$ cat src/rtl/button_debounce_pkg.sv
// Shared constants for the push-button debouncer: FSM state encoding and
// the millisecond-to-clock-cycle conversion.
package button_debounce_pkg;

    localparam int MS_PER_S = 1000;

    localparam logic [1:0] ST_RELEASED     = 2'd0;
    localparam logic [1:0] ST_PRESS_PEND   = 2'd1;
    localparam logic [1:0] ST_PRESSED      = 2'd2;
    localparam logic [1:0] ST_RELEASE_PEND = 2'd3;

    function automatic int ms_to_cycles(input int osc_f, input int ms);
        return osc_f / MS_PER_S * ms;
    endfunction

endpackage

$ cat src/rtl/button_debounce_sync_2ff.sv
// Two-flop synchronizer for a single asynchronous bit; both flops reset to
// RESET_VAL so the output is a defined level straight out of reset.
module sync_2ff #(
    parameter logic RESET_VAL = 1'b1
) (
    input  logic clk,
    input  logic rst,
    input  logic i_d,
    output logic o_q
);

    logic r_meta;
    logic r_sync;

    // NOTE: sequential state uses non-blocking (<=) so both flops sample the
    // pre-edge values and the chain really is two stages deep.
    always_ff @(posedge clk or posedge rst) begin
        if (rst) begin
            r_meta <= RESET_VAL;
            r_sync <= RESET_VAL;
        end else begin
            r_meta <= i_d;
            r_sync <= r_meta;
        end
    end

    assign o_q = r_sync;

endmodule

$ cat src/rtl/button_debounce.sv
// Debounces an active-low push-button and reports the level, press/release/
// long-press strobes and a wrapping press counter, all from registers.
module button_debounce
    import button_debounce_pkg::*;
#(
    parameter int OSC_F       = 24_000_000,
    parameter int DEBOUNCE_MS = 20,
    parameter int LONG_MS     = 1000
) (
    input  logic       clk,
    input  logic       rst,
    input  logic       button,
    output logic       pressed,
    output logic       press_pulse,
    output logic       release_pulse,
    output logic       long_pulse,
    output logic [7:0] press_count
);

    localparam int DB_CYCLES   = ms_to_cycles(OSC_F, DEBOUNCE_MS);
    localparam int LONG_CYCLES = ms_to_cycles(OSC_F, LONG_MS);
    localparam int DB_W        = (DB_CYCLES > 1) ? $clog2(DB_CYCLES) : 1;
    localparam int HOLD_W      = $clog2(LONG_CYCLES + 1);

    localparam logic [DB_W-1:0]   DB_LAST   = DB_W'(DB_CYCLES - 1);
    localparam logic [HOLD_W-1:0] HOLD_MAX  = HOLD_W'(LONG_CYCLES);
    localparam logic [HOLD_W-1:0] HOLD_LAST = HOLD_W'(LONG_CYCLES - 1);

    logic              w_b_s;
    logic [1:0]        r_state;
    logic [1:0]        w_state_nxt;
    logic [DB_W-1:0]   r_db_cnt;
    logic [DB_W-1:0]   w_db_nxt;
    logic [HOLD_W-1:0] r_hold_cnt;
    logic              w_press_evt;
    logic              w_release_evt;
    logic              r_pressed;
    logic              r_press_pulse;
    logic              r_release_pulse;
    logic              r_long_pulse;
    logic [7:0]        r_press_count;

    sync_2ff #(.RESET_VAL(1'b1)) u_sync (
        .clk (clk),
        .rst (rst),
        .i_d (button),
        .o_q (w_b_s)
    );

    // NOTE: every output of this block gets a default first, so no path can
    // leave a signal unassigned and infer a latch.
    always_comb begin
        w_state_nxt   = r_state;
        w_db_nxt      = r_db_cnt;
        w_press_evt   = 1'b0;
        w_release_evt = 1'b0;
        case (r_state)
            ST_RELEASED: begin
                if (!w_b_s) begin
                    w_state_nxt = ST_PRESS_PEND;
                    w_db_nxt    = DB_W'(1);
                end
            end
            ST_PRESS_PEND: begin
                if (w_b_s) begin
                    w_state_nxt = ST_RELEASED;
                    w_db_nxt    = '0;
                end else if (r_db_cnt == DB_LAST) begin
                    w_state_nxt = ST_PRESSED;
                    w_db_nxt    = '0;
                    w_press_evt = 1'b1;
                end else begin
                    w_db_nxt = r_db_cnt + DB_W'(1);
                end
            end
            ST_PRESSED: begin
                if (w_b_s) begin
                    w_state_nxt = ST_RELEASE_PEND;
                    w_db_nxt    = DB_W'(1);
                end
            end
            ST_RELEASE_PEND: begin
                if (!w_b_s) begin
                    w_state_nxt = ST_PRESSED;
                    w_db_nxt    = '0;
                end else if (r_db_cnt == DB_LAST) begin
                    w_state_nxt   = ST_RELEASED;
                    w_db_nxt      = '0;
                    w_release_evt = 1'b1;
                end else begin
                    w_db_nxt = r_db_cnt + DB_W'(1);
                end
            end
            default: begin
                w_state_nxt = ST_RELEASED;
                w_db_nxt    = '0;
            end
        endcase
    end

    always_ff @(posedge clk or posedge rst) begin
        if (rst) begin
            r_state         <= ST_RELEASED;
            r_db_cnt        <= '0;
            r_hold_cnt      <= '0;
            r_pressed       <= 1'b0;
            r_press_pulse   <= 1'b0;
            r_release_pulse <= 1'b0;
            r_long_pulse    <= 1'b0;
            r_press_count   <= '0;
        end else begin
            r_state         <= w_state_nxt;
            r_db_cnt        <= w_db_nxt;
            r_pressed       <= (w_state_nxt == ST_PRESSED) || (w_state_nxt == ST_RELEASE_PEND);
            r_press_pulse   <= w_press_evt;
            r_release_pulse <= w_release_evt;
            if (w_press_evt)
                r_press_count <= r_press_count + 8'd1;

            // A release glitch returns to PRESSED without clearing the hold time.
            if (w_press_evt)
                r_hold_cnt <= '0;
            else if (r_pressed && (r_hold_cnt != HOLD_MAX))
                r_hold_cnt <= r_hold_cnt + HOLD_W'(1);

            // Saturation makes HOLD_LAST a one-shot; a completing release suppresses it.
            r_long_pulse <= r_pressed && (r_hold_cnt == HOLD_LAST) && !w_release_evt;
        end
    end

    assign pressed       = r_pressed;
    assign press_pulse   = r_press_pulse;
    assign release_pulse = r_release_pulse;
    assign long_pulse    = r_long_pulse;
    assign press_count   = r_press_count;

endmodule

$ cat config.mk
export PLATFORM = sky130hd
export DESIGN_NAME = button_debounce
export DESIGN_NICKNAME = d
export VERILOG_FILES = /design/src/rtl/button_debounce_pkg.sv /design/src/rtl/button_debounce_sync_2ff.sv /design/src/rtl/button_debounce.sv
export SDC_FILE = /design/constraint.sdc
export NUM_CORES = 1
export LEC_CHECK = 0
export CAP_MARGIN = 0
export CORE_MARGIN = 2
export CORE_UTILIZATION = 45
export DETAILED_ROUTE_END_ITERATION = 10
export PLACE_DENSITY = 0.69
export SYNTH_ARGS = -nofsm -noshare
export SYNTH_HDL_FRONTEND = slang
export SYNTH_SLANG_ARGS = --single-unit
$ cat constraint.sdc
create_clock -name clk -period 2.6 [get_ports clk]
set_input_delay 0.78 -clock clk [delete_from_list [all_inputs] [get_ports clk]]
set_output_delay 0.78 -clock clk [all_outputs]
set_load 0.01 [all_outputs]
==> results of run 1 <==
==> kinds of logic after synthesis <==
kind of cell    after synthesis
simple gates                161
flops                        60
compound gates               42
xor+xnor                     32
buf+inv                      17
fa+ha+maj                     4
mux                           3
==> worst max-delay path: stages, from the launching register on <==
cell	delay [ns]
dfrtp_1	0.43
or4b_4	0.55
or3_1	0.46
nor3_1	0.37
nand2_1	0.18
and2_1	0.20
==> registers in the layout, indices dropped and copies added (netlist names) <==
signal         flops
u_sync.r_meta      1
long_pulse         1
press_count        8
release_pulse      1
r_state            2
r_hold_cnt        25
r_db_cnt          19
pressed            1
press_pulse        1
u_sync.o_q         1
==> where the power goes <==
part           internal [mW]  switching (mW)  leakage [nW]
logic                 0.0189          0.0388         0.584
registers              0.943         0.00947         0.826
clock network          0.634           0.357         0.117
==> per-layer routing <==
metal	vias up	GRT usage, %	routed length, microns
met3	15	5.43	227
li1	1194	-	-
met4	0	9.38	138
met2	54	29.3	2990
met1	1177	23.9	2800
met5	-	0	0
==> worst paths after layout <==
path                                    endpoint  slack (ns)  depth (start not counted)                     start
max in group asynchronous   u_sync.o_q$_DFF_PP1_        1.30                          3                       rst
setup reg to reg            r_state[0]$_DFF_PP0_        0.30                          5  r_db_cnt[15]$_DFFE_PP0P_
hold reg to reg             u_sync.o_q$_DFF_PP1_        0.36                          0   u_sync.r_meta$_DFF_PP1_
hold / removal              u_sync.o_q$_DFF_PP1_        0.36                          0   u_sync.r_meta$_DFF_PP1_
min in group asynchronous  press_pulse$_DFF_PP0_        0.70                          2                       rst
setup / recovery            r_state[0]$_DFF_PP0_        0.30                          5  r_db_cnt[15]$_DFFE_PP0P_
==> metrics by stage <==
step                power (mW)  std cells  area, sq um  utilization [%]
finish                    2.00        429         3590             53.5
global route              2.08        429         3590             53.5
CTS                       2.03        429         3590             53.5
detailed placement        1.03        413         3360             50.0
global placement          1.03        413         3360             50.0
floorplan                 1.00        319         3080                -
==> final cells by class <==
class	count	area, sq um	area share (%)
clock buffers	11	131	3.66
repair buffers	25	235	6.55
well taps	80	100	2.79
flip-flops and latches	60	1500	41.9
clock inverters	5	100	2.79
multi-input cells	242	1500	41.7
inverters	6	22.5	0.627
==> layout by cell type, fill, tap and decap left out, drive strengths merged, types with 2 or more instances in the layout <==
| cell type | n |
|---|---|
| clkinv | 2 |
| nor2 | 31 |
| and3 | 9 |
| nor3b | 2 |
| o2111ai | 2 |
| buf | 11 |
| a21oi | 11 |
| ha | 4 |
| or4 | 3 |
| or2 | 2 |
| or4b | 3 |
| a22o | 4 |
| o21ai | 17 |
| dfrtp | 58 |
| o211ai | 2 |
| clkbuf | 11 |
| and2 | 2 |
| mux2i | 2 |
| nor4 | 7 |
| and4 | 4 |
| or3 | 10 |
| inv | 6 |
| nand2 | 33 |
| xnor2 | 19 |
| nand3 | 20 |
| dfstp | 2 |
| nor3 | 14 |
| clkdlybuf4s50 | 14 |
| nand4 | 17 |
| xor2 | 13 |
| bufinv | 3 |
==> synth_stat cells (all sizes together) (4+ instances only) <==
master	number
a21oi	11
nand3	20
xor2	13
ha	4
a22o	4
nor2	31
inv	6
nand2	33
o21ai	17
and4	4
dfrtp	58
or3	10
xnor2	19
nand4	17
and3	9
buf	5
nor3	14
nor4	7
clkbuf	6
==> metrics.txt, run 1 <==
Post-Synth Simple-Gate Area 28.1%; CP Max Fanout 6; Max-cap violations 0; number of CTS-inserted buffers 9; Final Skew 0.0111 ns; Post-Synthesis Cells 319; TritonRoute pass-1 iters 4; die height 86.7 microns; post-synth top area cell dfrtp_1; diode count 0; antenna-violating nets left 0; Final min period 2.30 ns; most area-consuming cells after synthesis dfrtp_1 (47%), xnor2_1 (5.4%), nand2_1 (4.0%); mux share of post-synthesis cell area roughly 1%; critical path type reg -> reg; final hold slack 0.358 ns; Core ar. 6720 sq um; Synth async-reset ratio between 90% and 100%; register area share after synthesis 48.9%; share of layout cells above drive strength 1 10.9%; Worst-Skew Late Latency between 0.3 and 0.4 ns; worst path required time 2.83 ns; initial core utilization between 40% and 50%; largest net degree at the start of global routing 47; cts repair resizes 0; Core Rows 30; Ys Warns 0; Routed WL between 6000 and 7000 microns; WL/cell 14.3 microns; Leak 1.53 nW; Syn Area/Cell 9.64 sq um; worst-case clock buffer depth 2; filler cell count 592; RSZ-0062 raised after global routing no; die width about 87 microns; Die ar. 7510 sq um; setup TNS 0 ns; port bufs 14; slew margin rel. 66.6%; gr usage total 18.8%; clock tree sinks 60; HPWL Detailed ~4300 microns; synthesized cell area 3080 sq um; htree depth 3; nets@finish 351; pre-CTS setup slack 0.293 ns; synthesis-stage register bit count 60; TritonCTS clock tree yes; Post-route DRC 0; Cell Pwr Density 557 nW/um^2; global-route wire length before repair 11,000 microns; outcome completed; crit path DAT 2.53 ns; Fmax achieved 0.435 GHz; vias per cell 5.69; Synth Area in Compound Gates under 10%; Post-synth EDFFs 0; I/O Pins 15; Worst Max-Slew Pin Slew 0.498 ns; Initial DRC Count ~130; initial antenna violation count 0; Yosys top cell area share 47.2%; PnR worst setup slack between 0.2 and 0.3 ns; vias 2,440; Layout Area Growth over Synthesis 16.8%; Min-Delay Path Class reg -> reg; vias in the first global route roughly 2,400; Synth Net Count 326; total grt overflow 0; Synth Area in Adders 1.63%; Reg clk slew, reported paths 0.06 ns; Post-CTS Repair Setup Buffers 0; crit end category flip-flop; endpoints failing setup 0; RD Place Congestion 0.834; clk root buf clkbuf_8; ys flop type dfrtp_1; synth unique cells 48; Slew Viols, Final 0; Final Hold Fails 0; CTS Hold Buffers Added 0; Critical Path Source Type flip-flop; VDD IR max between 500 and 600 uV; fin crit share about nine tenths; area share of xor/xnor cells in the synthesized design 9.11%; main combinational cell family by area after synthesis simple AND/OR/NAND/NOR gates
(Power assumes the default switching activity.)
==> inputs of run 2 (changes only) <==
--- a/config.mk
+++ b/config.mk
@@ -9,7 +9,9 @@
 export CORE_MARGIN = 2
 export CORE_UTILIZATION = 45
 export DETAILED_ROUTE_END_ITERATION = 10
+export GPL_ROUTABILITY_DRIVEN = 0
 export PLACE_DENSITY = 0.69
+export REMOVE_ABC_BUFFERS = 1
 export SYNTH_ARGS = -nofsm -noshare
 export SYNTH_HDL_FRONTEND = slang
 export SYNTH_SLANG_ARGS = --single-unit
==> metrics.txt, run 2 (synthesized netlist as in run 1, its figures left out) <==
HPWL Detailed 4550 microns (+6.8%); global-route wire length before repair 11,700 microns (+5.7%); Die ar. 7510 sq um (unchanged); vias in the first global route 2,586 (+8.9%); Max-cap violations 0 (unchanged); CP Buf/Inv Count 0 (unchanged); TritonCTS clock tree yes; Reg with most FFs r_hold_cnt; CP cell instances ha_1 > and3_1 > nand4_1 > nor3_1 > nand2_1 > and2_1; worst-case clock buffer depth 2 (unchanged); diode count 0 (unchanged); endpoints failing setup 0 (unchanged); commonest non-fill, non-tap cell in the layout dfrtp_1; max FFs per register 25 (unchanged); outcome completed; Reg clk slew, reported paths 0.06 ns (about the same); VDD IR max 321 uV (-41%); initial core utilization 45.8% (unchanged); slew margin rel. 64.0% (-2.5 points); crit end category flip-flop; Worst-Skew Late Latency 0.34 ns (about the same); worst path required time 2.83 ns (about the same); max incr delay on CP 0.52 ns (-0.03 ns); CP Max Fanout 7 (+1); share of layout cells above drive strength 1 11.1% (+0.22 points); Core Rows 30 (unchanged); number of CTS-inserted buffers 9 (unchanged); die width 86.7 microns (unchanged); critical path type reg -> reg; cell with the largest stage delay on the worst path nor3_1; crit path DAT 2.55 ns (+0.02 ns); vias 2,506 (+2.7%); pre-CTS setup slack 0.274 ns (-0.0186 ns); Leak 1.51 nW (-0.85%); clk root buf clkbuf_8; Slew Viols, Final 0 (unchanged); vias per cell 5.81 (+2.2%); htree depth 3 (unchanged); PnR worst setup slack 0.276 ns (-0.0237 ns); Critical Path Source Type flip-flop; fin crit share 89.4% (+0.91 points); I/O Pins 15 (unchanged); Final Hold Fails 0 (unchanged); Fmax achieved 0.430 GHz (-1.0%); Final Skew 0.0114 ns (+0.000294 ns); Routed WL 6450 microns (+4.8%); commonest cells after routing, fill and taps aside dfrtp_1 (58), nand2_1 (33), nor2_1 (31); Area after DPL 3370 sq um (+0.30%); cts repair resizes 0 (unchanged); final instance area 3560 sq um (-1.0%); Min-Delay Path Class reg -> reg; gr usage total 19.5% (+0.75 points); port bufs 14 (unchanged); Core ar. 6720 sq um (unchanged); antenna-violating nets left 0 (unchanged); Cell Pwr Density 513 nW/um^2 (-7.9%); CTS Hold Buffers Added 0 (unchanged); initial antenna violation count 0 (unchanged); nets@finish 354 (+0.85%); Layout Area Growth over Synthesis 15.6%; Post-CTS Repair Setup Buffers 0 (unchanged); total grt overflow 0 (unchanged); fin util 52.9% (-0.56 points); CP delay by family, top simple AND/OR/NAND/NOR gates; largest net degree at the start of global routing 34 (-28%); Post-route DRC 0 (unchanged); Initial DRC Count 136 (+2.3%); RSZ-0062 raised after global routing no; WL/cell 15.0 microns (+4.3%); die height 86.7 microns (unchanged); TritonRoute pass-1 iters 5 (+1); Final min period 2.32 ns (+0.0237 ns); Worst Max-Slew Pin Slew 0.536 ns (+0.0379 ns); clock tree sinks 60 (unchanged)
run 2: cell count changes in the layout (fill, tap and decap cells not counted):
cell / previous run / this run
buf_4: 10 / 14
bufinv_16: 3 / 1
buf_12: 1 / 0
clkbuf_1: 2 / 3
clkbuf_8: 9 / 10
clkinv_2: 2 / 1
run 2: per-stage QoR:
step	hold WS, ns	TNS (ns)	instances	power [mW]
final	0.354	0	431	1.82
after global routing	0.359	0	431	1.89
after CTS	0.357	0	431	1.84
after detailed placement	0.349	0	416	1.03
after global placement	0.348	0	416	1.03
after floorplan	0.345	-0.497	308	1.00
run 2: layout make-up:
cell class,instances,area [sq um]
Fill cell,613,3160
Sequential cell,60,1500
Multi-Input combinational cell,242,1500
Timing Repair Buffer,28,245
Clock buffer,13,149
Tap cell,80,100
Clock inverter,2,35.0
Inverter,6,22.5
run 2: per-layer routing:
metal	vias to the layer above	wire length, microns	global-route usage, %
li1	1204	-	-
met1	1247	2850	23.5
met2	47	3280	33.6
met3	8	266	6.29
met4	0	57	5.68
met5	-	0	0
run 2: worst paths after layout:
| path | startpoint | end | slack [ns] | cells past startpoint |
|---|---|---|---|---|
| worst min-delay path | u_sync.r_meta$_DFF_PP1_ | u_sync.o_q$_DFF_PP1_ | 0.35 | 0 |
| worst max-delay path | r_db_cnt[0]$_DFFE_PP0P_ | r_state[0]$_DFF_PP0_ | 0.28 | 6 |
| max in group asynchronous | rst | release_pulse$_DFF_PP0_ | 1.44 | 3 |
| worst max register to register | r_db_cnt[0]$_DFFE_PP0P_ | r_state[0]$_DFF_PP0_ | 0.28 | 6 |
| worst min register to register | u_sync.r_meta$_DFF_PP1_ | u_sync.o_q$_DFF_PP1_ | 0.35 | 0 |
| min in group asynchronous | rst | press_pulse$_DFF_PP0_ | 0.82 | 3 |
run 2: where the power goes:
| part | switching, mW | internal, mW |
|---|---|---|
| logic | 0.0392 | 0.0187 |
| clock network | 0.349 | 0.463 |
| registers | 0.00975 | 0.943 |
